[config.mk]
export PLATFORM = sky130hd
export DESIGN_NAME = adc_code_to_bcd_flat
export DESIGN_NICKNAME = d
export VERILOG_FILES = /design/src/rtl/adc_code_to_bcd_if.sv /design/src/rtl/adc_code_to_bcd.sv /design/src/flat_wrapper.sv
export SDC_FILE = /design/constraint.sdc
export NUM_CORES = 1
export LEC_CHECK = 0
export ABC_AREA = 1
export CORE_MARGIN = 4
export CORE_UTILIZATION = 55
export CTS_CLUSTER_DIAMETER = 30
export CTS_CLUSTER_SIZE = 40
export DETAILED_ROUTE_END_ITERATION = 7
export PLACE_DENSITY = 0.82
export SETUP_SLACK_MARGIN = 0.1
export SLEW_MARGIN = 40
export SYNTH_ARGS = -nofsm -noshare
export SYNTH_HDL_FRONTEND = slang
export SYNTH_SLANG_ARGS = --single-unit
[constraint.sdc]
create_clock -name clk -period 5.6 [get_ports clk]
set_input_delay 0.84 -clock clk [delete_from_list [all_inputs] [get_ports clk]]
set_output_delay 0.84 -clock clk [all_outputs]
set_load 0.01 [all_outputs]
[src/rtl/adc_code_to_bcd_if.sv]
// Handshake/result bundle between a conversion requester and adc_code_to_bcd.
// The requester (master) drives start/Din; the converter (slave) returns status and result.
interface adc_code_to_bcd_if #(
  parameter int INWIDTH = 16
);
  logic               start;
  logic [INWIDTH-1:0] Din;
  logic               busy;
  logic               done;
  logic [15:0]        bcd;
  logic               sat;

  modport master (
    output start, Din,
    input  busy, done, bcd, sat
  );

  modport slave (
    input  start, Din,
    output busy, done, bcd, sat
  );
endinterface

[src/rtl/adc_code_to_bcd.sv]
// Scales an averaged ADC code to millivolts, clamps to four digits, and converts the
// result to packed BCD with a bit-serial double-dabble (one bit per enabled clock).
module adc_code_to_bcd #(
  parameter int INWIDTH = 16,
  parameter int SCALE   = 5000,
  parameter int SHIFT   = 12,
  parameter int MAXVAL  = 9999
) (
  input  logic              clk,
  input  logic              reset,
  input  logic              EN,
  adc_code_to_bcd_if.slave  bus
);

  localparam int              PW       = INWIDTH + 16;
  localparam logic [15:0]     SCALE_16 = 16'(SCALE);
  localparam logic [PW-1:0]   MAX_PW   = PW'(MAXVAL);
  localparam logic [13:0]     MAX_14   = 14'(MAXVAL);

  typedef enum logic [2:0] {
    ST_IDLE,
    ST_SCALE,
    ST_CLAMP,
    ST_SHIFT,
    ST_FINISH
  } state_t;

  state_t             state_q, state_d;
  logic [INWIDTH-1:0] din_q, din_d;
  logic [PW-1:0]      product_q, product_d;
  logic [13:0]        sr_q, sr_d;
  logic [15:0]        scratch_q, scratch_d;
  logic [3:0]         cnt_q, cnt_d;
  logic               sat_nxt_q, sat_nxt_d;
  logic [15:0]        bcd_q, bcd_d;
  logic               sat_q, sat_d;
  logic               done_q, done_d;
  logic               busy_q, busy_d;
  logic [14:0]        clamp_res;

  // Returns {saturated, value}; the scaled value is clamped to the four-digit ceiling.
  function automatic logic [14:0] clamp_code(input logic [PW-1:0] v);
    if (v > MAX_PW) begin
      return {1'b1, MAX_14};
    end
    return {1'b0, v[13:0]};
  endfunction

  // Double-dabble correction: every digit >= 5 gets +3 before the next left shift.
  function automatic logic [15:0] dabble_adjust(input logic [15:0] s);
    logic [15:0] r;
    r = s;
    for (int i = 0; i < 4; i++) begin
      if (s[4*i +: 4] >= 4'd5) begin
        r[4*i +: 4] = s[4*i +: 4] + 4'd3;
      end
    end
    return r;
  endfunction

  always_comb begin
    state_d   = state_q;
    din_d     = din_q;
    product_d = product_q;
    sr_d      = sr_q;
    scratch_d = scratch_q;
    cnt_d     = cnt_q;
    sat_nxt_d = sat_nxt_q;
    bcd_d     = bcd_q;
    sat_d     = sat_q;
    done_d    = 1'b0;
    clamp_res = clamp_code(product_q >> SHIFT);

    case (state_q)
      ST_IDLE: begin
        if (bus.start) begin
          din_d   = bus.Din;
          state_d = ST_SCALE;
        end
      end
      ST_SCALE: begin
        product_d = {16'd0, din_q} * {{INWIDTH{1'b0}}, SCALE_16};
        state_d   = ST_CLAMP;
      end
      ST_CLAMP: begin
        sat_nxt_d = clamp_res[14];
        sr_d      = clamp_res[13:0];
        scratch_d = 16'd0;
        cnt_d     = 4'd0;
        state_d   = ST_SHIFT;
      end
      ST_SHIFT: begin
        {scratch_d, sr_d} = {dabble_adjust(scratch_q), sr_q} << 1;
        cnt_d = cnt_q + 4'd1;
        if (cnt_q == 4'd13) begin
          state_d = ST_FINISH;
        end
      end
      ST_FINISH: begin
        bcd_d   = scratch_q;
        sat_d   = sat_nxt_q;
        done_d  = 1'b1;
        state_d = ST_IDLE;
      end
      default: state_d = ST_IDLE;
    endcase

    busy_d = (state_d != ST_IDLE);
  end

  // Single register stage; EN=0 freezes every flop, including a pending done pulse.
  always_ff @(posedge clk) begin
    if (reset) begin
      state_q   <= ST_IDLE;
      din_q     <= '0;
      product_q <= '0;
      sr_q      <= '0;
      scratch_q <= '0;
      cnt_q     <= '0;
      sat_nxt_q <= 1'b0;
      bcd_q     <= '0;
      sat_q     <= 1'b0;
      done_q    <= 1'b0;
      busy_q    <= 1'b0;
    end else if (EN) begin
      state_q   <= state_d;
      din_q     <= din_d;
      product_q <= product_d;
      sr_q      <= sr_d;
      scratch_q <= scratch_d;
      cnt_q     <= cnt_d;
      sat_nxt_q <= sat_nxt_d;
      bcd_q     <= bcd_d;
      sat_q     <= sat_d;
      done_q    <= done_d;
      busy_q    <= busy_d;
    end
  end

  assign bus.busy = busy_q;
  assign bus.done = done_q;
  assign bus.bcd  = bcd_q;
  assign bus.sat  = sat_q;

endmodule

[src/flat_wrapper.sv]
// flat-port wrapper written by rule: the top's interface ports become plain ports
module adc_code_to_bcd_flat 
#(
  parameter int INWIDTH = 16,
  parameter int SCALE   = 5000,
  parameter int SHIFT   = 12,
  parameter int MAXVAL  = 9999
)
  (clk, reset, EN, bus_start, bus_Din, bus_busy, bus_done, bus_bcd, bus_sat);
  adc_code_to_bcd_if #(.INWIDTH(INWIDTH)) bus_i ();
  input  logic clk;
  input  logic reset;
  input  logic EN;
  input wire logic [$bits(bus_i.start)-1:0] bus_start;
  input wire logic [$bits(bus_i.Din)-1:0] bus_Din;
  output wire logic [$bits(bus_i.busy)-1:0] bus_busy;
  output wire logic [$bits(bus_i.done)-1:0] bus_done;
  output wire logic [$bits(bus_i.bcd)-1:0] bus_bcd;
  output wire logic [$bits(bus_i.sat)-1:0] bus_sat;
  assign bus_i.start = bus_start;
  assign bus_i.Din = bus_Din;
  assign bus_busy = bus_i.busy;
  assign bus_done = bus_i.done;
  assign bus_bcd = bus_i.bcd;
  assign bus_sat = bus_i.sat;
  adc_code_to_bcd #(.INWIDTH(INWIDTH), .SCALE(SCALE), .SHIFT(SHIFT), .MAXVAL(MAXVAL)) u_core (.clk(clk), .reset(reset), .EN(EN), .bus(bus_i));
endmodule
==> impl_metrics.env <==
export IMPL_vias=5850
export IMPL_hpwl_mm=11.2
export IMPL_die_area_sq_um=13900
export IMPL_rsz0062_at_grt="no"
export IMPL_synth_nets=1032
export IMPL_grt_max_degree=47
export IMPL_combPwrFrac_pct=29.9
export IMPL_synthTopCellsByArea="dfxtp_1 (27%), ha_1 (15%), inv_1 (10%), fa_1 (10%), a21oi_1 (8.0%)"
export IMPL_post_cts_buffers=0
export IMPL_ys_types=37
export IMPL_status="completed"
export IMPL_insertion_delay_ns=0.35
export IMPL_rows=39
export IMPL_worstPathArrival_ns=4.73
export IMPL_core_area_sq_um=11600
export IMPL_drc=0
export IMPL_grt_pass1_wl_mm=25.7
export IMPL_hold_viol=0
export IMPL_crit_type="reg2reg"
export IMPL_cp_slowest_cell="fa_1"
export IMPL_viasPerCell=5.44
export IMPL_period_minus_slack_ns=4.48
export IMPL_final_max_slew_viol_count=0
export IMPL_numClockSinks=90
export IMPL_cpMostUsedCell="inv_1"
export IMPL_grt_total_usage_pct=22.0
export IMPL_num_antenna_cells=0
export IMPL_min_to="u_core.sr_q[8]"
export IMPL_grt_pass1_vias=5497
export IMPL_worstHoldStart="u_core.sr_q[8]"
export IMPL_startpoint_type="flip-flop"
export IMPL_netlist_area_sq_um=6650
export IMPL_crit_path_max_fanout=5
export IMPL_drt_total_wl_mm=14.7
export IMPL_gp_congestion=0.931
export IMPL_end_kind="flip-flop"
export IMPL_ys_seq_area_share_pct=27.1
export IMPL_routedWlPerCell_microns=13.7
export IMPL_vdd_ir_drop_max_v=0.000132
export IMPL_root_buffer="clkbuf_16"
export IMPL_switching_power_uw=653
export IMPL_finalCritPeriodShare_pct=79.9
export IMPL_r2r_start="u_core.din_q[8]"
export IMPL_drive_gt1_share_pct=3.97
export IMPL_nets=1060
export IMPL_sequentialPowerShare_pct=35.4
export IMPL_die_h_microns=118
export IMPL_synthCells=900
export IMPL_nFillCells=973
export IMPL_numCtsBuffers=9
export IMPL_hp_class="reg2reg"
export IMPL_tightest_slew_ns=0.586
export IMPL_finalSetupTns_ns=0
export IMPL_multi_input_comb_area_sq_um=4030
export IMPL_ff2ff_path_depth=19
export IMPL_initial_utilization_pct=57.3
export IMPL_finalClockSkew_ns=0.00713
export IMPL_dr_pass1_iters=5
export IMPL_synth_seq_cells=90
export IMPL_cts_tree="yes"
export IMPL_cts_resized=0
export IMPL_cellLeakagePower_nw=3.56
export IMPL_hold_ws_ns=0.465
export IMPL_internal_power_mw=1.27
export IMPL_relSlewSlack_pct=60.9
export IMPL_drtIter0Drc=534
export IMPL_clkPwrFrac_pct=34.7
export IMPL_ys_warn_count=0
export IMPL_switching_share_pct=34.0
export IMPL_ant_nets=0
export IMPL_ff2ff_setup_slack_ns=1.12
export IMPL_worstPathRequired_ns=5.85
export IMPL_pin_count=39
export IMPL_die_w_microns=118
export IMPL_htree_levels=3
export IMPL_synth_avg_cell_area_sq_um=7.39
export IMPL_worstPathCellList="inv_1, fa_1, inv_1, ha_1, fa_1, ha_1, inv_1, fa_1, inv_1, ha_1, nand2_1, nor2_1, inv_1, nor3_1, nand3_1, nand4_1, nand3_1, nand2_1, inv_1"
export IMPL_portBuffers=38
export IMPL_r2r_end="u_core.product_q[26]"
export IMPL_max_freq_mhz=223
export IMPL_yosysTopAreaCell="dfxtp_1"
export IMPL_setup_violations=0
export IMPL_synth_top_area_share_pct=27.1
export IMPL_antenna_found_initial=0
export IMPL_drv_cap=0
export IMPL_syn_to_final_growth_pct=12.1
export IMPL_cts_path_max_buffers=2
export IMPL_clk_pin_slew_ns=0.07
export IMPL_critical_path_max_stage_delay_ns=0.55
export IMPL_p_per_area_nw_per_um2=257
export IMPL_hold_path_depth=2
export IMPL_regArea_sq_um=1800
export IMPL_grt_ovfl_total=0
export IMPL_cts_hold_buf=0
## worst max-delay path by stage
stage / slack [ns] / depth (start not counted) / end / start
2_1_floorplan: 1.69 / 19 / u_core.product_q[14] / u_core.din_q[4]
3_3_place_gp: 1.25 / 19 / u_core.product_q[26] / u_core.din_q[8]
3_5_place_dp: 1.18 / 21 / u_core.product_q[23] / u_core.din_q[4]
4_1_cts: 1.18 / 21 / u_core.product_q[23] / u_core.din_q[4]
5_1_grt: 0.82 / 21 / u_core.product_q[23] / u_core.din_q[4]
6_report: 1.12 / 19 / u_core.product_q[26] / u_core.din_q[8]
## power groups by stage
stage / registers (mW) / clock network (mW) / logic, mW
3_3_place_gp: 0.693 / 0 / 0.553
5_1_grt: 0.681 / 0.702 / 0.668
6_report: 0.679 / 0.666 / 0.575
2_1_floorplan: 0.687 / 0 / 0.435
4_1_cts: 0.679 / 0.673 / 0.574
3_5_place_dp: 0.693 / 0 / 0.564
## layout by cell type, fill, tap and decap left out, drive strengths merged, types with 34 or more instances in the layout
cell             n
nand2          138
nand3           45
clkdlybuf4s50   38
fa              34
a21oi          106
dfxtp           90
nor2            59
inv            192
o21ai           71
ha              78
## layer usage
metal / track usage [%] / share of wire (%)
met5: 0 / 0
met4: 6.45 / 1.4
met3: 2.55 / 3.8
met2: 35.6 / 47
met1: 31.0 / 48
## layout make-up
type                       count  share of cell area [%]
clock buffer                  10                    3.07
sequential                    90                    24.2
timing repair buffer          41                    5.45
inverter                     190                    9.56
tap                          143                    2.40
multi-input combinational    596                    54.1
clock inverter                 6                    1.29
## synth_stat cells
| library cell | count |
|---|---|
| nor2_4 | 3 |
| nand2_1 | 135 |
| nor3_1 | 9 |
| nor3_4 | 2 |
| buf_6 | 1 |
| a31oi_1 | 6 |
| o211ai_1 | 10 |
| o22ai_1 | 4 |
| inv_1 | 183 |
| nor3_2 | 1 |
| xor2_1 | 6 |
| o21ai_1 | 1 |
| nor2_2 | 1 |
| o21ai_0 | 70 |
| o21bai_1 | 2 |
| nand4_1 | 12 |
| buf_4 | 2 |
| a21oi_1 | 106 |
| a2bb2oi_1 | 1 |
| clkbuf_1 | 12 |
| or2_2 | 1 |
| dfxtp_1 | 90 |
| ha_1 | 78 |
| nand3b_1 | 2 |
| o21a_1 | 5 |
| xnor2_1 | 2 |
| buf_2 | 9 |
| nor2_1 | 55 |
| nand3_2 | 1 |
| inv_2 | 6 |
| fa_1 | 34 |
| nor4_1 | 1 |
| nand2_4 | 2 |
| nand3_1 | 44 |
| clkinv_1 | 1 |
| nand2_2 | 1 |
| a21o_1 | 1 |
## cell families after synthesis
| kind of cell | synth area share (%) |
|---|---|
| AND/OR/NAND/NOR | 18.1 |
| adder cells (fa/ha/maj) | 24.9 |
| AO/OA/AOI/OAI | 16.4 |
| flip-flops | 27.1 |
| XOR/XNOR | 1.05 |
| buffers and inverters | 12.5 |
## sequential cells by signal, indices dropped and copies added, names as in the netlist, 3 cells and up
signal,flops
u_core.sr_q,14
u_core.cnt_q,4
u_core.product_q,17
u_core.scratch_q,16
u_core.din_q,16
u_core.bus.bcd,16
u_core.state_q,3
## critical path: cells and delay by family, from the launching register on
family	cells	cell delay (ns)
DFF	1	0.46
and+or+nand+nor	7	0.97
buffers and inverters	6	0.42
adders and majority gates	6	2.53
## per-stage QoR
| step | power, mW | util [%] | std cells | setup WS, ns | area [sq um] |
|---|---|---|---|---|---|
| after CTS | 1.92 | 64.2 | 1076 | 1.18 | 7450 |
| after global routing | 2.05 | 64.2 | 1076 | 0.825 | 7460 |
| after detailed placement | 1.26 | 61.4 | 1060 | 1.18 | 7130 |
| after global placement | 1.25 | 61.2 | 1059 | 1.25 | 7110 |
| final | 1.92 | 64.2 | 1076 | 1.12 | 7460 |
| after floorplan | 1.12 | - | 900 | 1.69 | 6650 |
Note: power is estimated with default switching activity, not from simulation.
